<file path="config.mk">
export PLATFORM = sky130hd
export DESIGN_NAME = ntt_pointwise_seq
export DESIGN_NICKNAME = d
export VERILOG_FILES = /design/src/rtl/ntt_pkg.sv /design/src/rtl/mod_mult.sv /design/src/rtl/ntt_pointwise_seq.sv
export SDC_FILE = /design/constraint.sdc
export NUM_CORES = 1
export LEC_CHECK = 0
export CORE_MARGIN = 2
export CORE_UTILIZATION = 40
export CTS_BUF_LIST = sky130_fd_sc_hd__clkbuf_16
export DETAILED_ROUTE_END_ITERATION = 16
export GPL_TIMING_DRIVEN = 0
export SKIP_CTS_REPAIR_TIMING = 1
export SYNTH_ARGS = -nofsm -noshare
export SYNTH_HDL_FRONTEND = slang
export SYNTH_HIERARCHICAL = 1
export SYNTH_SLANG_ARGS = --single-unit
</file>
<file path="constraint.sdc">
create_clock -name clk -period 16.7 [get_ports clk]
set_clock_uncertainty 0.05 [all_clocks]
set_input_delay 1.67 -clock clk [delete_from_list [all_inputs] [get_ports clk]]
set_output_delay 1.67 -clock clk [all_outputs]
set_load 0.05 [all_outputs]
</file>
<file path="src/rtl/ntt_pkg.sv">
// ntt_pkg -- definitions shared by the NTT datapath blocks.
//
// Contents:
//   pw_state_t      sequencer states of the memory-attached pointwise multiplier
//   RED_*           reduction-type selectors understood by mod_mult
//   mod_add()       (a + b) mod q for a, b < q; used by the pointwise
//                   accumulate mode and by the butterfly
package ntt_pkg;

  typedef enum logic [1:0] {
    PW_IDLE  = 2'd0,
    PW_RUN   = 2'd1,
    PW_DRAIN = 2'd2,
    PW_DONE  = 2'd3
  } pw_state_t;

  localparam int RED_SIMPLE     = 0;
  localparam int RED_BARRETT    = 1;
  localparam int RED_MONTGOMERY = 2;

  // Widest coefficient mod_add supports; callers zero-extend into it.
  localparam int MOD_ADD_W = 64;

  // Modular add for operands already reduced below q. The sum is formed one
  // bit wider than the operands so the carry is never lost, then a single
  // conditional subtract brings it back below q.
  function automatic logic [MOD_ADD_W-1:0] mod_add(
    input logic [MOD_ADD_W-1:0] a,
    input logic [MOD_ADD_W-1:0] b,
    input logic [MOD_ADD_W-1:0] q
  );
    logic [MOD_ADD_W:0] s;
    s = {1'b0, a} + {1'b0, b};
    if (s >= {1'b0, q}) s = s - {1'b0, q};
    return MOD_ADD_W'(s);
  endfunction

endpackage

</file>
<file path="src/rtl/mod_mult.sv">
// mod_mult -- combinational modular multiplier, res = (a * b) mod Q.
//
// Parameters:
//   WIDTH           port width of operands and result
//   Q               modulus, Q < 2^WIDTH, not a power of two (NTT primes are odd)
//   REDUCTION_TYPE  RED_SIMPLE (% operator), RED_BARRETT, RED_MONTGOMERY
//
// Ports:
//   a, b   in   WIDTH   operands, both < Q
//   res    out  WIDTH   product reduced into [0, Q)
//
// Operands are narrowed to QW = clog2(Q) bits, which holds any value < Q.
// The Montgomery variant applies a second REDC against R^2 mod Q so the
// result is in the ordinary domain and all three variants are interchangeable.
module mod_mult
  import ntt_pkg::*;
#(
  parameter int          WIDTH          = 32,
  parameter int unsigned Q              = 3329,
  parameter int          REDUCTION_TYPE = RED_BARRETT
) (
  input  logic [WIDTH-1:0] a,
  input  logic [WIDTH-1:0] b,
  output logic [WIDTH-1:0] res
);

  localparam int QW = $clog2(Q);
  localparam int PW = 2 * QW;

  // floor(2^(2*QW) / Q); fits in QW+2 bits because Q > 2^(QW-1).
  function automatic logic [QW+1:0] barrett_mu();
    logic [PW:0] num;
    num     = '0;
    num[PW] = 1'b1;
    return (QW+2)'(num / (PW+1)'(Q));
  endfunction

  // -Q^-1 mod 2^QW via Newton iteration; each step doubles the correct bits,
  // starting from 3 correct bits since Q*Q == 1 mod 8 for odd Q.
  function automatic logic [QW-1:0] mont_qinv_neg();
    logic [63:0] qq;
    logic [63:0] inv;
    qq  = 64'(Q);
    inv = qq;
    for (int i = 0; i < 6; i++) inv = inv * (64'd2 - qq * inv);
    return QW'(64'd0 - inv);
  endfunction

  // R^2 mod Q with R = 2^QW.
  function automatic logic [QW-1:0] mont_r2();
    logic [63:0] rm;
    rm = (64'd1 << QW) % 64'(Q);
    return QW'((rm * rm) % 64'(Q));
  endfunction

  // Montgomery reduction: t * R^-1 mod Q for t < Q*R.
  function automatic logic [QW-1:0] mont_redc(
    input logic [PW-1:0] t,
    input logic [QW-1:0] qinv_neg
  );
    logic [QW-1:0] m;
    logic [PW:0]   s;
    logic [QW:0]   u;
    m = QW'(t) * qinv_neg;
    // Low QW bits of s are zero by choice of m, so the shift is exact.
    s = (PW+1)'(t) + (PW+1)'(m) * (PW+1)'(Q);
    u = (QW+1)'(s >> QW);
    if (u >= (QW+1)'(Q)) u = u - (QW+1)'(Q);
    return QW'(u);
  endfunction

  logic [QW-1:0] a_q;
  logic [QW-1:0] b_q;
  logic [PW-1:0] prod;

  assign a_q  = QW'(a);
  assign b_q  = QW'(b);
  assign prod = PW'(a_q) * PW'(b_q);

  if (REDUCTION_TYPE == RED_BARRETT) begin : g_barrett
    localparam logic [QW+1:0] MU = barrett_mu();
    localparam logic [PW-1:0] QP = PW'(Q);
    localparam logic [QW+1:0] QX = (QW+2)'(Q);

    logic [PW+QW+1:0] pm;
    logic [QW+1:0]    qe;
    logic [PW-1:0]    r0;
    logic [QW+1:0]    r1;
    logic [QW+1:0]    r2;
    logic [QW+1:0]    r3;

    // The quotient estimate undershoots by at most 2, so r0 < 3Q and two
    // conditional subtracts finish the reduction.
    assign pm  = (PW+QW+2)'(prod) * (PW+QW+2)'(MU);
    assign qe  = (QW+2)'(pm >> PW);
    assign r0  = prod - PW'(qe) * QP;
    assign r1  = (QW+2)'(r0);
    assign r2  = (r1 >= QX) ? r1 - QX : r1;
    assign r3  = (r2 >= QX) ? r2 - QX : r2;
    assign res = WIDTH'(r3);
  end else if (REDUCTION_TYPE == RED_MONTGOMERY) begin : g_montgomery
    localparam logic [QW-1:0] QINV_NEG = mont_qinv_neg();
    localparam logic [QW-1:0] R2       = mont_r2();

    logic [QW-1:0] t1;
    logic [QW-1:0] t2;

    // t1 = a*b*R^-1; multiplying by R^2 and reducing again cancels the R^-1.
    assign t1  = mont_redc(prod, QINV_NEG);
    assign t2  = mont_redc(PW'(t1) * PW'(R2), QINV_NEG);
    assign res = WIDTH'(t2);
  end else begin : g_simple
    localparam logic [PW-1:0] QP = PW'(Q);

    logic [PW-1:0] rem;

    assign rem = prod % QP;
    assign res = WIDTH'(rem);
  end

endmodule

</file>
<file path="src/rtl/ntt_pointwise_seq.sv">
// ntt_pointwise_seq -- sequential pointwise multiplier for NTT-domain
// polynomials: C[i] = (A[i] * B[i]) mod Q, one coefficient per cycle, read
// from synchronous coefficient RAMs and written back through a write port.
//
// Optional feature (macro NTT_PW_ACC_EN): accumulate mode. Adds the rd_data_c
// port and writes C[i] = (C_old[i] + A[i]*B[i]) mod Q with identical timing.
//
// Ports:
//   clk        in   1        clock
//   rst_n      in   1        synchronous active-low reset
//   start      in   1        single-cycle request, honoured only in IDLE
//   busy       out  1        first read cycle through last write cycle
//   done       out  1        one-cycle pulse after the last write
//   rd_en      out  1        read strobe to the A/B (and C) RAMs
//   rd_addr    out  log2 N   shared read index
//   rd_data_a  in   WIDTH    A[rd_addr], one cycle after rd_en
//   rd_data_b  in   WIDTH    B[rd_addr], one cycle after rd_en
//   rd_data_c  in   WIDTH    C[rd_addr], one cycle after rd_en (accumulate only)
//   wr_en      out  1        C write strobe
//   wr_addr    out  log2 N   C write index
//   wr_data    out  WIDTH    C value, always < Q
//
// Pipeline: read issued (stage 0) -> RAM data through mod_mult, registered
// with valid and index (stage 1) -> registered product drives the write
// port (stage 2). Read-to-write latency is 2 cycles; rd_addr and wr_addr
// never coincide, so B and C may share one dual-port RAM.
module ntt_pointwise_seq
  import ntt_pkg::*;
#(
  parameter int          N              = 256,
  parameter int          WIDTH          = 32,
  parameter int unsigned Q              = 3329,
  parameter int          REDUCTION_TYPE = RED_BARRETT
) (
  input  logic                 clk,
  input  logic                 rst_n,
  input  logic                 start,
  output logic                 busy,
  output logic                 done,
  output logic                 rd_en,
  output logic [$clog2(N)-1:0] rd_addr,
  input  logic [WIDTH-1:0]     rd_data_a,
  input  logic [WIDTH-1:0]     rd_data_b,
`ifdef NTT_PW_ACC_EN
  input  logic [WIDTH-1:0]     rd_data_c,
`endif
  output logic                 wr_en,
  output logic [$clog2(N)-1:0] wr_addr,
  output logic [WIDTH-1:0]     wr_data
);

  localparam int            AW   = $clog2(N);
  localparam logic [AW-1:0] LAST = AW'(N - 1);

  // ---------------------------------------------------------------------------
  // Sequencer
  // ---------------------------------------------------------------------------
  pw_state_t     state;
  pw_state_t     state_nxt;
  logic [AW-1:0] cnt;
  logic [AW-1:0] cnt_nxt;
  logic          drain;
  logic          drain_nxt;
  logic          rd_en_int;
  logic          busy_int;
  logic          done_int;

  // NOTE: clocked state uses non-blocking assignments so every register
  // samples pre-edge values, independent of statement order.
  always_ff @(posedge clk) begin
    if (!rst_n) begin
      state <= PW_IDLE;
      cnt   <= '0;
      drain <= 1'b0;
    end else begin
      state <= state_nxt;
      cnt   <= cnt_nxt;
      drain <= drain_nxt;
    end
  end

  // NOTE: every output of this block gets a default first, so no path leaves
  // a variable unassigned and no latch is inferred.
  always_comb begin
    state_nxt = state;
    cnt_nxt   = cnt;
    drain_nxt = drain;
    rd_en_int = 1'b0;
    busy_int  = 1'b0;
    done_int  = 1'b0;

    case (state)
      PW_IDLE: begin
        if (start) begin
          state_nxt = PW_RUN;
          cnt_nxt   = '0;
        end
      end
      PW_RUN: begin
        rd_en_int = 1'b1;
        busy_int  = 1'b1;
        // Terminate on the last index rather than on wrap-around, so the run
        // length does not depend on N filling the counter exactly.
        if (cnt == LAST) begin
          state_nxt = PW_DRAIN;
          cnt_nxt   = '0;
          drain_nxt = 1'b0;
        end else begin
          cnt_nxt = cnt + AW'(1);
        end
      end
      PW_DRAIN: begin
        // Two cycles: let the last read reach stage 1, then the write port.
        busy_int = 1'b1;
        if (drain) begin
          state_nxt = PW_DONE;
          drain_nxt = 1'b0;
        end else begin
          drain_nxt = 1'b1;
        end
      end
      PW_DONE: begin
        done_int  = 1'b1;
        state_nxt = PW_IDLE;
      end
      default: state_nxt = PW_IDLE;
    endcase
  end

  // ---------------------------------------------------------------------------
  // Datapath
  // ---------------------------------------------------------------------------
  logic [WIDTH-1:0] prod;
  logic [WIDTH-1:0] c_val;

  mod_mult #(
    .WIDTH         (WIDTH),
    .Q             (Q),
    .REDUCTION_TYPE(REDUCTION_TYPE)
  ) u_mod_mult (
    .a  (rd_data_a),
    .b  (rd_data_b),
    .res(prod)
  );

`ifdef NTT_PW_ACC_EN
  // C_old and the product are both < Q, so one conditional subtract suffices.
  assign c_val = WIDTH'(mod_add(MOD_ADD_W'(rd_data_c), MOD_ADD_W'(prod),
                                MOD_ADD_W'(Q)));
`else
  assign c_val = prod;
`endif

  // Stage 1 tracks the read that is returning this cycle; stage 2 holds the
  // reduced result presented on the write port.
  logic             s1_vld;
  logic [AW-1:0]    s1_idx;
  logic             s2_vld;
  logic [AW-1:0]    s2_idx;
  logic [WIDTH-1:0] s2_data;

  // NOTE: the data registers are reset along with the valid bits because the
  // write port has defined values out of reset, not just a cleared strobe.
  always_ff @(posedge clk) begin
    if (!rst_n) begin
      s1_vld  <= 1'b0;
      s1_idx  <= '0;
      s2_vld  <= 1'b0;
      s2_idx  <= '0;
      s2_data <= '0;
    end else begin
      s1_vld <= rd_en_int;
      s1_idx <= cnt;
      s2_vld <= s1_vld;
      if (s1_vld) begin
        s2_idx  <= s1_idx;
        s2_data <= c_val;
      end
    end
  end

  // Strobes are qualified by rst_n so that they drop in the very cycle reset
  // is asserted, not one edge later when the synchronous reset takes effect.
  assign rd_en   = rd_en_int & rst_n;
  assign busy    = busy_int & rst_n;
  assign done    = done_int & rst_n;
  assign wr_en   = s2_vld & rst_n;
  assign rd_addr = cnt;
  assign wr_addr = s2_idx;
  assign wr_data = s2_data;

endmodule

</file>
==> metrics, run 1 <==
status finished with violations; failing checks setup timing; worst hold-check path type reg -> reg; Final WS setup -0.02086 ns; antenna-violating nets left 0; Vias 11850; dpl hpwl approximately 28000 um; Worst setup EP type flip-flop; Crit path largest cell delay approximately 0.55 ns; fin nets 2463; final hold viol count 0; Seq/Total Area, Yosys 0.08106; Max Fclk about 0.060 GHz; First-pass DRT Iterations 5; first-pass GRT wire length between 50000 and 60000 um; CTS H-tree lvls 3; final setup fails 1; clk_lat worst skew between 0.3 and 0.4 ns; syn_area_per_cell 8.748 um2; met2 usage 0.2902; met1 GRT Util 0.2532; gr busiest metal met2; share of the synthesized area in the top cell type 0.3030; Final Max Slew Viols 0; GRT met3 Usage 0.02010; worst-path fanout max 7; Core Util, Final 0.5065; Max Cap Viol 0; end of the worst register-to-register path rd_addr[3]$_SDFFE_PN0P_; fin crit share 1.001; largest net degree at the start of global routing 12; Final Wtd Congestion between 0.8 and 0.9; Die W roughly 200 um; Antenna Cells 0; Post-Syn Area approximately 15000 um2; post-synth cell types 83; Fillers between 3000 and 4000; clk buf depth 2; CP Class in -> reg; CP arrival roughly 17 ns; r2r worst-path depth 6; PortBufs 77; initial antenna violation count 0; DRC violation count after routing 0; DIE AREA a little under 40000 um2; crit path capture wr_data[11]$_SDFFE_PN0P_; vias in the first global route ~12000; TritonCTS Sinks 61; top cells by area, synth fa_1 30%, ha_1 19%, inv_1 10%; Avg WL per Cell 14.40 um; Initial Util 0.4028; P&R area growth vs syn 25.74%; Die H between 150 and 200 um; CTS Root Cell clkbuf_16; share of flip-flops with an asynchronous set or reset 0; Crit path required time between 15 and 20 ns; area leader, netlist fa_1; ys flop type dfxtp_1; RSZ-0062 raised after global routing true; flop-to-flop setup slack 14.97 ns; total wire length about 35000 um; Critical path origin rd_data_a[5]; Rel. slew slack 0.5337; CTS tree done; Global Route Usage Sum 0.1751; critical path launch point type input port; Post-synth EDFFs 0; min Tclk post-route roughly 17 ns; CTS Buf Count 9; clk slew on worst S/H paths roughly 0.06 ns; vias per cell slightly below 5; share of cells above drive strength 1 0.1901; slowest stage cell, crit path fa_2; core area around 37000 um2; Rows between 70 and 80; Ys Warns 6; total grt overflow 0; synthesized instance count roughly 1700; First DRT Iteration DRCs roughly 420; reg-to-reg startpoint state[1]$_SDFFE_PN0P_; I/O Pins 119; Synth Register Bits 61; worst slew pin tran roughly 0.70 ns
-- cells by family after synthesis --
family	synth area share
xor+xnor	0.04983
fa+ha+maj	0.4922
simple gates	0.1335
other cells	0.0002489
flops	0.08106
mux	0.02915
compound gates	0.08937
buf+inv	0.1247
-- cell usage after synthesis (all sizes together), types with 28 or more instances --
library cell  instances
nor2                102
buf                  28
ha                  227
inv                 412
clkbuf               35
a21oi                43
mux2i                42
nand2               116
and2                 86
fa                  228
dfxtp                61
xnor2                65
o21ai                41
-- worst min path at each step --
| stage | endpoint | slack [ns] | start | depth (start not counted) |
|---|---|---|---|---|
| finish | wr_addr[0]$_SDFFE_PN0P_ | 0.42 | s1_idx[0]$_SDFF_PN0_ | 2 |
| floorplan | wr_addr[0]$_SDFFE_PN0P_ | 0.39 | s1_idx[0]$_SDFF_PN0_ | 2 |
| CTS | wr_addr[0]$_SDFFE_PN0P_ | 0.42 | s1_idx[0]$_SDFF_PN0_ | 2 |
| global placement | wr_addr[3]$_SDFFE_PN0P_ | 0.40 | s1_idx[3]$_SDFF_PN0_ | 2 |
| detailed placement | wr_addr[3]$_SDFFE_PN0P_ | 0.41 | s1_idx[3]$_SDFF_PN0_ | 2 |
| global route | wr_addr[1]$_SDFFE_PN0P_ | 0.45 | s1_idx[1]$_SDFF_PN0_ | 2 |
-- final cells by class --
cell class / count / area [um2] / area share
multi-input cells: 1202 / 13050 / 0.6890
repair buffers: 191 / 1683 / 0.08884
inverters: 413 / 1550 / 0.08184
flip-flops and latches: 61 / 1221 / 0.06447
well taps: 511 / 639.4 / 0.03375
plain buffers: 63 / 529.3 / 0.02794
clock buffers: 9 / 225.2 / 0.01189
clock inverters: 7 / 42.54 / 0.002246
-- critical path: cells and delay by family --
kind | cells | cell delay [ns]
simple gates | 12 | 2.03
buf+inv | 12 | 0.96
mux | 1 | 0.09
xor+xnor | 5 | 0.79
fa+ha+maj | 17 | 7.06
compound gates | 22 | 4.29
-- cell usage in the layout, fill, tap and decap left out, drive strengths merged, types with 5 or more instances in the layout --
cell	count
ha	227
conb	18
dfxtp	61
nand3	15
xnor2	65
a21o	17
and2	86
nand4	7
inv	412
a211oi	11
nor2	102
nor3	19
mux2i	42
nand2	116
nor2b	9
dlymetal6s2s	12
nor4	9
o211ai	5
clkdlybuf4s50	54
and3	6
nand2b	10
clkbuf	26
clkinv	6
a211o	6
o22ai	5
o21ai	41
buf	171
xor2	19
o2111ai	5
fa	228
o21a	21
a31oi	6
a21oi	43
-- per-layer routing --
| metal | share of wire | vias to the layer above |
|---|---|---|
| met5 | 0 | - |
| met2 | 0.49 | 179 |
| li1 | - | 5808 |
| met4 | 0.0068 | 0 |
| met3 | 0.036 | 16 |
| met1 | 0.47 | 5845 |
-- registers in the layout, summed over array words and instances (netlist names) --
signal   flops
wr_data     32
s1_idx       8
wr_addr      8
rd_addr      8
drain        1
state        2
s2_vld       1
s1_vld       1
-- per-stage QoR --
stage / instances / hold slack (ns) / area [um2] / setup slack, ns / setup TNS (ns)
3_3_place_gp: 2327 / 0.3966 / 16590 / -2.240 / -28.50
3_5_place_dp: 2327 / 0.4065 / 16590 / -2.333 / -29.96
2_1_floorplan: 1739 / 0.3903 / 15180 / 0.02409 / 0
4_1_cts: 2343 / 0.4242 / 16850 / -2.058 / -26.08
5_1_grt: 2457 / 0.4548 / 18940 / -0.6112 / -5.398
6_report: 2457 / 0.4209 / 18940 / -0.02086 / -0.02086
Power of run 1 is left out: the tool's default activity adds up to more than one toggle a clock period on the data nets, which glitch-free logic cannot reach.
==> run 2, diff against run 1 <==
Settings changed: CTS_CLUSTER_DIAMETER set to 60.
Clock period 16.7 ns to 14.5 ns, I/O delays scaled along.
==> metrics, run 2 (synthesis results as in run 1) <==
status finished with violations; failing checks setup timing; total grt overflow 0 (unchanged); Crit path required time 14.72 ns (-2.18 ns); CTS tree done; clk buf depth 2 (unchanged); min Tclk post-route around 16 ns; vias in the first global route 11770 (+1.3%); placed cells 2327 (unchanged); P&R area growth vs syn 24.90%; core area 37400 um2 (unchanged); First-pass DRT Iterations 5 (unchanged); most frequent cells in the layout 397 x inv_1, 220 x fa_1, 207 x ha_1; critical path launch point type input port; Max Fclk a little over 0.06 GHz; max reg flops 32 (unchanged); final setup fails 14 (+13); First DRT Iteration DRCs 456 (+9.1%); Final WS setup -1.950 ns (-1.929 ns); DIE AREA 39230 um2 (unchanged); CP Class in -> reg; CP dominant cell by count fa_1; Initial Util 0.4028 (unchanged); worst-path fanout max 8 (+1); CTS Buf Count 9 (unchanged); Fillers 3498 (-0.029%); antenna-violating nets left 0 (unchanged); CTS H-tree lvls 3 (unchanged); dpl hpwl 29150 um (+2.8%); fin crit share 1.134; CTS Root Cell clkbuf_16; Crit path largest cell delay 0.55 ns (about the same); RSZ-0062 raised after global routing true; commonest non-fill, non-tap cell in the layout inv_1; PortBufs 77 (unchanged); final hold viol count 0 (unchanged); share of cells above drive strength 1 0.1730 (-0.01715); Rows 71 (unchanged); first-pass GRT wire length 57830 um (+2.7%); Final Max Slew Viols 0 (unchanged); Max Cap Viol 0 (unchanged); Die H 198.1 um (unchanged); vias per cell 4.830 (+0.16%); DRC violation count after routing 0 (unchanged); total wire length 35610 um (+0.65%); initial antenna violation count 0 (unchanged); clk slew on worst S/H paths 0.05 ns (about the same); clk_lat worst skew 0.33 ns (about the same); worst hold-check path type reg -> reg; fin nets 2442 (-0.85%); largest net degree at the start of global routing 13 (+1); worst slew pin tran 0.7241 ns (+0.02475 ns); Avg WL per Cell 14.62 um (+1.5%); I/O Pins 119 (unchanged); Vias 11770 (-0.70%); Multi-input gate area 12980 um2 (-0.53%); Global Route Usage Sum 0.1811 (+0.006073); TritonCTS Sinks 61 (unchanged); Worst setup EP type flip-flop; Final Wtd Congestion 0.8500 (-1.7%); Die W 198.1 um (unchanged); slowest stage cell, crit path fa_2; Rel. slew slack 0.5138 (-0.01997); Antenna Cells 0 (unchanged); CP arrival 16.67 ns (-0.26 ns); Register Area 1221 um2 (unchanged); Final Non-Filler Cells 2436 (-0.85%)
## run 2: cell types whose count changed in the layout (fill, tap and decap cells not counted), sizes merged
cell          delta
clkinv           -2
clkbuf           +3
inv              +1
dlymetal6s2s     +2
clkinvlp         -1
bufinv           +2
buf             -26
## run 2: final timing paths
path / from / end / slack [ns] / cells after the start
max reg2reg: state[1]$_SDFFE_PN0P_ / rd_addr[5]$_SDFFE_PN0P_ / 12.69 / 6
min reg2reg: s1_idx[0]$_SDFF_PN0_ / wr_addr[0]$_SDFFE_PN0P_ / 0.42 / 2
min: s1_idx[0]$_SDFF_PN0_ / wr_addr[0]$_SDFFE_PN0P_ / 0.42 / 2
max: rd_data_b[3] / wr_data[11]$_SDFFE_PN0P_ / -1.95 / 68
## run 2: routing by layer
layer,global-route usage,vias up,wire [um]
li1,-,5764,-
met1,0.2600,5786,16730
met2,0.2969,185,17060
met3,0.02402,30,1455
met4,0.02646,0,360
met5,0,-,0
## run 2: layout make-up
class,count,area share
well taps,511,0.03398
inverters,413,0.08239
repair buffers,170,0.08146
clock buffers,9,0.01197
clock inverters,7,0.005253
flip-flops and latches,61,0.06490
multi-input cells,1202,0.6900
plain buffers,63,0.03006
## run 2: metrics by stage
stage / setup TNS, ns / hold WS (ns) / area [um2] / worst slack, ns / util
floorplan: -15.32 / 0.3903 / 15490 / -1.286 / -
global placement: -46.24 / 0.3964 / 16900 / -3.528 / 0.4519
detailed placement: -48.36 / 0.4130 / 16900 / -3.652 / 0.4519
CTS: -44.06 / 0.4308 / 17220 / -3.364 / 0.4605
global route: -34.77 / 0.4538 / 18820 / -2.586 / 0.5031
finish: -25.86 / 0.4207 / 18820 / -1.950 / 0.5031
## run 2: critical path, delay by kind of cell
kind / cells / cell delay (ns)
and+or+nand+nor: 13 / 2.17
adders and majority gates: 17 / 7.23
xor gates and xnor gates: 4 / 0.62
muxes: 2 / 0.42
AOI/OAI and AO/OA: 20 / 3.72
buffers and inverters: 12 / 1.00
Power of run 2 is left out for the same reason.
==> run 3, diff against run 2 <==
Settings changed: HOLD_SLACK_MARGIN set to 0.02, SLEW_MARGIN set to 10.
==> results of run 3 <==
No change in the layout: final DEF, timing and power equal those of run 2.
Power of run 3 is left out for the same reason.
